<file path="src/rtl/regfile_ctrl_pkg.sv">
// Shared types for the register-file command sequencer: command opcodes and
// the step states that map one-to-one onto register-file strobes.
package regfile_ctrl_pkg;

  localparam int OP_W = 3;

  typedef enum logic [OP_W-1:0] {
    OP_LDA = 3'b000,
    OP_STA = 3'b001,
    OP_MOV = 3'b010,
    OP_SWP = 3'b011,
    OP_CLR = 3'b100
  } op_e;

  typedef enum logic [2:0] {
    S_IDLE = 3'd0,
    S_LD_B = 3'd1,
    S_ST_A = 3'd2,
    S_LD_T = 3'd3,
    S_ST_B = 3'd4,
    S_LD_S = 3'd5,
    S_CLR  = 3'd6
  } state_e;

endpackage

</file>
<file path="src/rtl/regfile_ctrl.sv">
// Command sequencer in front of the accumulator register file. Each accepted
// command is expanded into a short run of single-strobe steps (acc write,
// acc-to-register set, clear-all). The accumulator value and the first
// operand are snapshotted at accept so MOV/SWP can restore/exchange through
// the accumulator without a spare register.
module regfile_ctrl
  import regfile_ctrl_pkg::*;
#(
  parameter int pw = 4
) (
  input  logic            clk,
  input  logic            reset,
  input  logic            cmd_valid,
  output logic            cmd_ready,
  input  logic [OP_W-1:0] cmd_op,
  input  logic [pw-1:0]   cmd_ra,
  input  logic [pw-1:0]   cmd_rb,
  output logic            done,
  output logic            rf_regWrite,
  output logic            rf_regSet,
  output logic            rf_reset,
  output logic [7:0]      rf_writeData,
  output logic [pw:0]     rf_opRegAddr,
  input  logic [7:0]      rf_accData,
  input  logic [7:0]      rf_opRegData
);

  state_e          state;
  state_e          next_state;
  state_e          first_state;
  logic [7:0]      save;
  logic [7:0]      tmp;
  logic [pw-1:0]   a_q;
  logic [pw-1:0]   b_q;
  logic [pw-1:0]   a_n;
  logic [pw-1:0]   b_n;
  logic [OP_W-1:0] op_q;
  logic            full_q;
  logic            full_n;
  logic [pw-1:0]   addr;
  logic            accept;
  logic            ra_zero;
  logic            rb_zero;
  logic            rab_eq;

  assign cmd_ready    = (state == S_IDLE);
  assign accept       = cmd_valid && cmd_ready;
  assign ra_zero      = (cmd_ra == '0);
  assign rb_zero      = (cmd_rb == '0);
  assign rab_eq       = (cmd_ra == cmd_rb);
  assign rf_opRegAddr = {1'b0, addr};

  // Sequence lookup: first step and normalized operands for the offered command.
  // full_n marks MOV/SWP with two distinct nonzero operands (the long forms).
  always_comb begin
    first_state = S_IDLE;
    a_n         = cmd_ra;
    b_n         = cmd_rb;
    full_n      = 1'b0;
    case (cmd_op)
      OP_LDA: begin
        first_state = S_LD_B;
        b_n         = cmd_ra;
      end
      OP_STA: first_state = S_ST_A;
      OP_MOV: begin
        if (!rab_eq) begin
          if (ra_zero) begin
            first_state = S_LD_B;
          end else if (rb_zero) begin
            first_state = S_ST_A;
          end else begin
            first_state = S_LD_B;
            full_n      = 1'b1;
          end
        end
      end
      OP_SWP: begin
        if (!rab_eq) begin
          if (ra_zero || rb_zero) begin
            // Exchange acc with the nonzero register: set it, then reload acc.
            first_state = S_ST_A;
            a_n         = ra_zero ? cmd_rb : cmd_ra;
          end else begin
            first_state = S_LD_B;
            full_n      = 1'b1;
          end
        end
      end
      OP_CLR: first_state = S_CLR;
      default: first_state = S_IDLE;
    endcase
  end

  // State register and registered completion pulse.
  always_ff @(posedge clk or posedge reset) begin
    if (reset) begin
      state <= S_IDLE;
      done  <= 1'b0;
    end else begin
      state <= next_state;
      done  <= ((state != S_IDLE) && (next_state == S_IDLE)) ||
               (accept && (first_state == S_IDLE));
    end
  end

  // Snapshot accumulator, first operand and normalized pointers at accept.
  always_ff @(posedge clk or posedge reset) begin
    if (reset) begin
      save   <= '0;
      tmp    <= '0;
      a_q    <= '0;
      b_q    <= '0;
      op_q   <= '0;
      full_q <= 1'b0;
    end else if (accept) begin
      save   <= rf_accData;
      tmp    <= rf_opRegData;
      a_q    <= a_n;
      b_q    <= b_n;
      op_q   <= cmd_op;
      full_q <= full_n;
    end
  end

  // Next-state and per-step strobe decode; exactly one strobe per busy state.
  always_comb begin
    next_state   = state;
    rf_regWrite  = 1'b0;
    rf_regSet    = 1'b0;
    rf_reset     = 1'b0;
    rf_writeData = '0;
    addr         = '0;
    case (state)
      S_IDLE: begin
        // Point the read port at the operand whose value tmp must capture.
        addr = ((cmd_op == OP_SWP) && ra_zero) ? cmd_rb : cmd_ra;
        if (accept) next_state = first_state;
      end
      S_LD_B: begin
        rf_regWrite  = 1'b1;
        addr         = b_q;
        rf_writeData = rf_opRegData;
        next_state   = full_q ? S_ST_A : S_IDLE;
      end
      S_ST_A: begin
        rf_regSet = 1'b1;
        addr      = a_q;
        if (op_q == OP_SWP) next_state = S_LD_T;
        else if (full_q)    next_state = S_LD_S;
        else                next_state = S_IDLE;
      end
      S_LD_T: begin
        rf_regWrite  = 1'b1;
        rf_writeData = tmp;
        next_state   = full_q ? S_ST_B : S_IDLE;
      end
      S_ST_B: begin
        rf_regSet  = 1'b1;
        addr       = b_q;
        next_state = S_LD_S;
      end
      S_LD_S: begin
        rf_regWrite  = 1'b1;
        rf_writeData = save;
        next_state   = S_IDLE;
      end
      S_CLR: begin
        rf_reset   = 1'b1;
        next_state = S_IDLE;
      end
      default: next_state = S_IDLE;
    endcase
  end

endmodule

</file>
<file path="config.mk">
export PLATFORM = sky130hd
export DESIGN_NAME = regfile_ctrl
export DESIGN_NICKNAME = d
export VERILOG_FILES = /design/src/rtl/regfile_ctrl_pkg.sv /design/src/rtl/regfile_ctrl.sv
export SDC_FILE = /design/constraint.sdc
export NUM_CORES = 1
export LEC_CHECK = 0
export CORE_ASPECT_RATIO = 0.6
export CORE_UTILIZATION = 35
export CTS_CLUSTER_DIAMETER = 40
export DETAILED_ROUTE_END_ITERATION = 12
export PLACE_DENSITY = 0.65
export SYNTH_ARGS = -nofsm -noshare
export SYNTH_HDL_FRONTEND = slang
export SYNTH_SLANG_ARGS = --single-unit
</file>
<file path="constraint.sdc">
create_clock -name clk -period 1.7 [get_ports clk]
set_clock_uncertainty 0.05 [all_clocks]
set_input_delay 0.17 -clock clk [delete_from_list [all_inputs] [get_ports clk]]
set_output_delay 0.17 -clock clk [all_outputs]
set_load 0.02 [all_outputs]
</file>
[Yosys cells after proc, flatten, opt, wreduce, memory -nomap -nowiden]
Cells that the tools add are included.
Storage, ports and cells
  bits in registers: 32
  input port bits: 30
  word-level logic and storage cells: 65
Cells by class
  equality and inequality tests: 12
  multiplexer cells: 29
  reductions and logical operators: 16
Operators with widths (number)
  3-bit case mux with 5 select lines: 2
  4-bit 2-to-1 mux: 6
  8-bit case mux with 3 select lines: 1
  3-bit by 2-bit == test with 1-bit output, second input constant: 5
  3-bit == test, second input constant: 4
  3-bit zero test: 4
  2-bit 2-to-1 mux: 6
  3-bit 2-to-1 mux: 4
  4-bit case mux with 3 select lines: 1
  4-bit zero test: 2
  1-bit 2-to-1 mux: 8
  3-bit by 1-bit == test with 1-bit output, second input constant: 2
  4-bit == test: 1
  1-bit logical AND: 4
  2-bit OR reduction: 2
  3-bit nonzero test: 1
  3-bit OR reduction: 1
  1-bit logical OR: 2
  1-bit case mux with 2 select lines: 1

[Logic depth before layout (Yosys ltp)]
  depth in word-level cells: 10
  depth in mapped cells: 8
  mapped depth without buffers: 5

[Worst setup path after synthesis]
OpenSTA, ideal clock, no wires.
  kind: reg2out
  start: register state[2]
  end: output port rf_opRegAddr[0]
  arrival: 1.390 ns
  required time: 1.480 ns
  path slack: 0.090 ns
  cell stages (with the launch flop): 4
  buffers on the path: 1
  cell sequence: dfrtp_1 buf_6 or3_4 o21ai_0
Between the ends
  longest elaborated chain between the ends: 3
  elaborated cells on any way between the ends: 6
  those cells by class: eq/ne: 3; mux: 1; reduce/logical: 2
Ends and longest elaborated chain
  start: declaration: line regfile_ctrl.sv:28  | state_e state;
  start signal: assignment: line regfile_ctrl.sv:101  | state <= next_state;
  3-bit == test or 3-bit by 1-bit == test with 1-bit output (tied branches): line regfile_ctrl.sv:134  | case (state)
  2-bit OR reduction (no source line)
  4-bit case mux with 3 select lines (*): line regfile_ctrl.sv:134
  end: declaration: line regfile_ctrl.sv:23  | output logic [pw:0] rf_opRegAddr,
Mark *: on every way between the ends. The rest lies on a longest branch, timed or not.

[Worst setup path in the final report]
  start: register state[1]
  end: output port rf_opRegAddr[3]
The elaborated chain is that of the path after synthesis.

==> results.yml <==
cts:
  clockBufferDepth: 2
  numCtsBuffers: 5
  htree_levels: 2
  clk_pin_slew_worst_paths_ns: 0.07
  holdBufCountCts: 0
  cts_sinks: 32
  cts_tree: "yes"
  cts-root-buf: "clkbuf_8"
  clk_latency_ns: 0.28
logic_synthesis:
  synth_largest_area_cell: "dfrtp_1"
  syn_nets: 257
  synth-edff-count: 0
  ys_async_sr_fraction_pct: 100
  syn_area_per_cell_um2: 8.40
  synth-seq-area-share_pct: 42.0
  yosysMostFrequentCell: "nand2_1"
  synth_ff_type: "dfrtp_1"
  ys_ff_latch: 32
  synth_cell_types: 42
  yosysWarnings: 0
  syn-cell-area_um2: 1910
  synth_commonest_cells: "80 x nand2_1, 32 x dfrtp_1, 18 x o21ai_0"
  ys_top_cells_by_area: "dfrtp_1 42%, nand2_1 16%, mux2i_1 6.3%, o21ai_0 4.7%, and2_1 3.0%"
  syn_inst: 227
  synth_top_area_share_pct: 42.0
critical_path:
  cp_max_fo: 7
  reg2reg_from: "state[1]"
  crit_type: "reg -> out"
  crit_family: "flip-flops"
  path_cells: "or3_4 > o221ai_1 > buf_4"
  critPathBufInv: 1
  worstPathRequired_ns: 1.48
  startpoint_type: "flip-flop"
  end_kind: "output pin"
  arrival_ns: 1.58
  slowest_stage: "dfrtp_2"
  cp-startpoint: "state[1]"
  slowest_delay_ns: 0.47
flow_run:
  maxCapViolations: 0
worst_hold_path:
  hp-class: "in -> async"
placement:
  finalWeightedCongestion: 0.885
  post-dp-hpwl_um: 3690
  numPortBuffers: 46
  place_inst: 357
grt:
  grt_max_degree: 33
  track_usage_pct: 19.7
  grt_pass1_wl_um: 8740
  grt_pass1_vias: 1698
  overflow: 0
  antenna_found_initial: 0
run_status:
  failed_checks: "negative setup slack"
  status: "finished, violations left"
detailed_routing:
  dr.pass1.iters: 5
  wl_per_cell_um: 14.4
  ant_nets: 0
  drc: 0
  wl_um: 5460
  routed_via_density: 4.94
  drt-initial-drc-count: 132
  vias: 1871
sta:
  timing.final.crit_share_pct: 106
  period_needed_ns: 1.80
  drv_slew: 0
  hold_viol: 0
  rsz0062_at_grt: "yes"
  setup_slack_ns: -0.105
  setup_viol: 38
  finalSetupTns_ns: -1.55
  fmax_ghz: 0.554
power:
  comb_power_share_pct: 58.7
  p_seq_share_pct: 26.9
  pwr-share-clk_pct: 14.4
  switchingPower_w: 0.00203
  switching_share_pct: 39.8
  powerDensity_nw_per_um2: 1670
  internal_power_w: 0.00307
  total_leakage_power_nw: 1.40
  peakVddDrop_mv: 0.638
final_layout:
  n_antenna_cell: 0
  drive_gt1_share_pct: 37.1
  layoutNonFillerInstCount: 379
  synthToLayoutAreaGrowth_pct: 60.4
  fillers: 459
  fin_nets: 342
floorplanning:
  rows: 20
  core_area_um2: 5150
  initial_utilization_pct: 37.0
  die_area_um2: 5760
  die-width_um: 97.3
  fp.dieH_um: 59.2
  ios: 48
final timing paths:
kind	endpoint	slack [ns]	cells after the start
worst max-delay path	rf_opRegAddr[3]	-0.10	3
worst min-delay path	save[7]	0.23	3
worst max register to register	state[0]	-0.09	7
worst min register to register	save[0]	0.42	2
max in group asynchronous	state[0]	1.05	3
min in group clk	save[6]	0.39	3
cell usage in the layout (no fill, tap or decap), drive strengths merged, types with 4 or more instances in the layout:
master         count
nand2             80
buf               61
dfrtp             32
clkdlybuf4s50     26
o21ai             20
mux2i             12
nor2              11
and2              10
xnor2              6
clkbuf             6
dlygate4sd2        5
nor2b              4
a22oi              4
a41oi              4
registers in the layout, summed over array words and instances (netlist names):
signal / flops
tmp: 8
save: 8
done: 1
a_q: 4
b_q: 4
full_q: 1
state: 3
op_q: 3
worst min-delay path: cells and delay by family:
kind	cells	cell delay, ns
buffers and inverters	3	0.81
power groups by stage:
stage	sequential, W	clock (W)	combinational, W
floorplan	0.00130	0	0.00147
CTS	0.00135	0.000750	0.00273
detailed placement	0.00137	0	0.00239
global route	0.00142	0.000791	0.00325
finish	0.00137	0.000734	0.00299
global placement	0.00136	0	0.00237
routing by layer:
metal,wire length (um),track usage [%],vias to the layer above
li1,-,-,936
met1,2900,31.8,875
met2,2240,26.0,58
met3,312,4.25,2
met4,14,4.83,0
met5,0,0,-
what timing repair did:
| action | in CTS | in global routing |
|---|---|---|
| gates resized for setup | 115 | 47 |
| pin swaps | 33 | 24 |
| buffers inserted | 12 | 2 |
| endpoints found under the setup margin | 47 | 47 |
| cloned | 1 | 2 |
layout make-up:
| cell class | count | area, um2 | share of cell area (%) |
|---|---|---|---|
| clock inverters | 3 | 42.5 | 1.39 |
| repair buffers | 94 | 903 | 29.5 |
| well taps | 66 | 82.6 | 2.70 |
| flip-flops and latches | 32 | 805 | 26.3 |
| inverters | 2 | 10.0 | 0.327 |
| clock buffers | 5 | 68.8 | 2.25 |
| multi-input cells | 177 | 1150 | 37.5 |
cells by family after synthesis:
family	synth area share, %
XOR/XNOR	2.76
AND/OR/NAND/NOR	28.9
other	0.197
AO/OA/AOI/OAI	13.8
multiplexers	6.30
flip-flops	42.0
buffers and inverters	6.10
per-stage QoR:
| step | utilization, % | total power [W] | worst slack (ns) | hold slack [ns] | cell area [um2] |
|---|---|---|---|---|---|
| floorplan | - | 0.00277 | 0.0904 | 0.225 | 1910 |
| finish | 59.3 | 0.00509 | -0.105 | 0.230 | 3060 |
| detailed placement | 50.8 | 0.00376 | -0.649 | 0.412 | 2620 |
| global placement | 50.8 | 0.00374 | -0.573 | 0.408 | 2620 |
| global route | 59.3 | 0.00546 | -0.165 | 0.275 | 3060 |
| CTS | 56.6 | 0.00483 | -0.0856 | 0.242 | 2920 |
(Power assumes the default switching activity.)
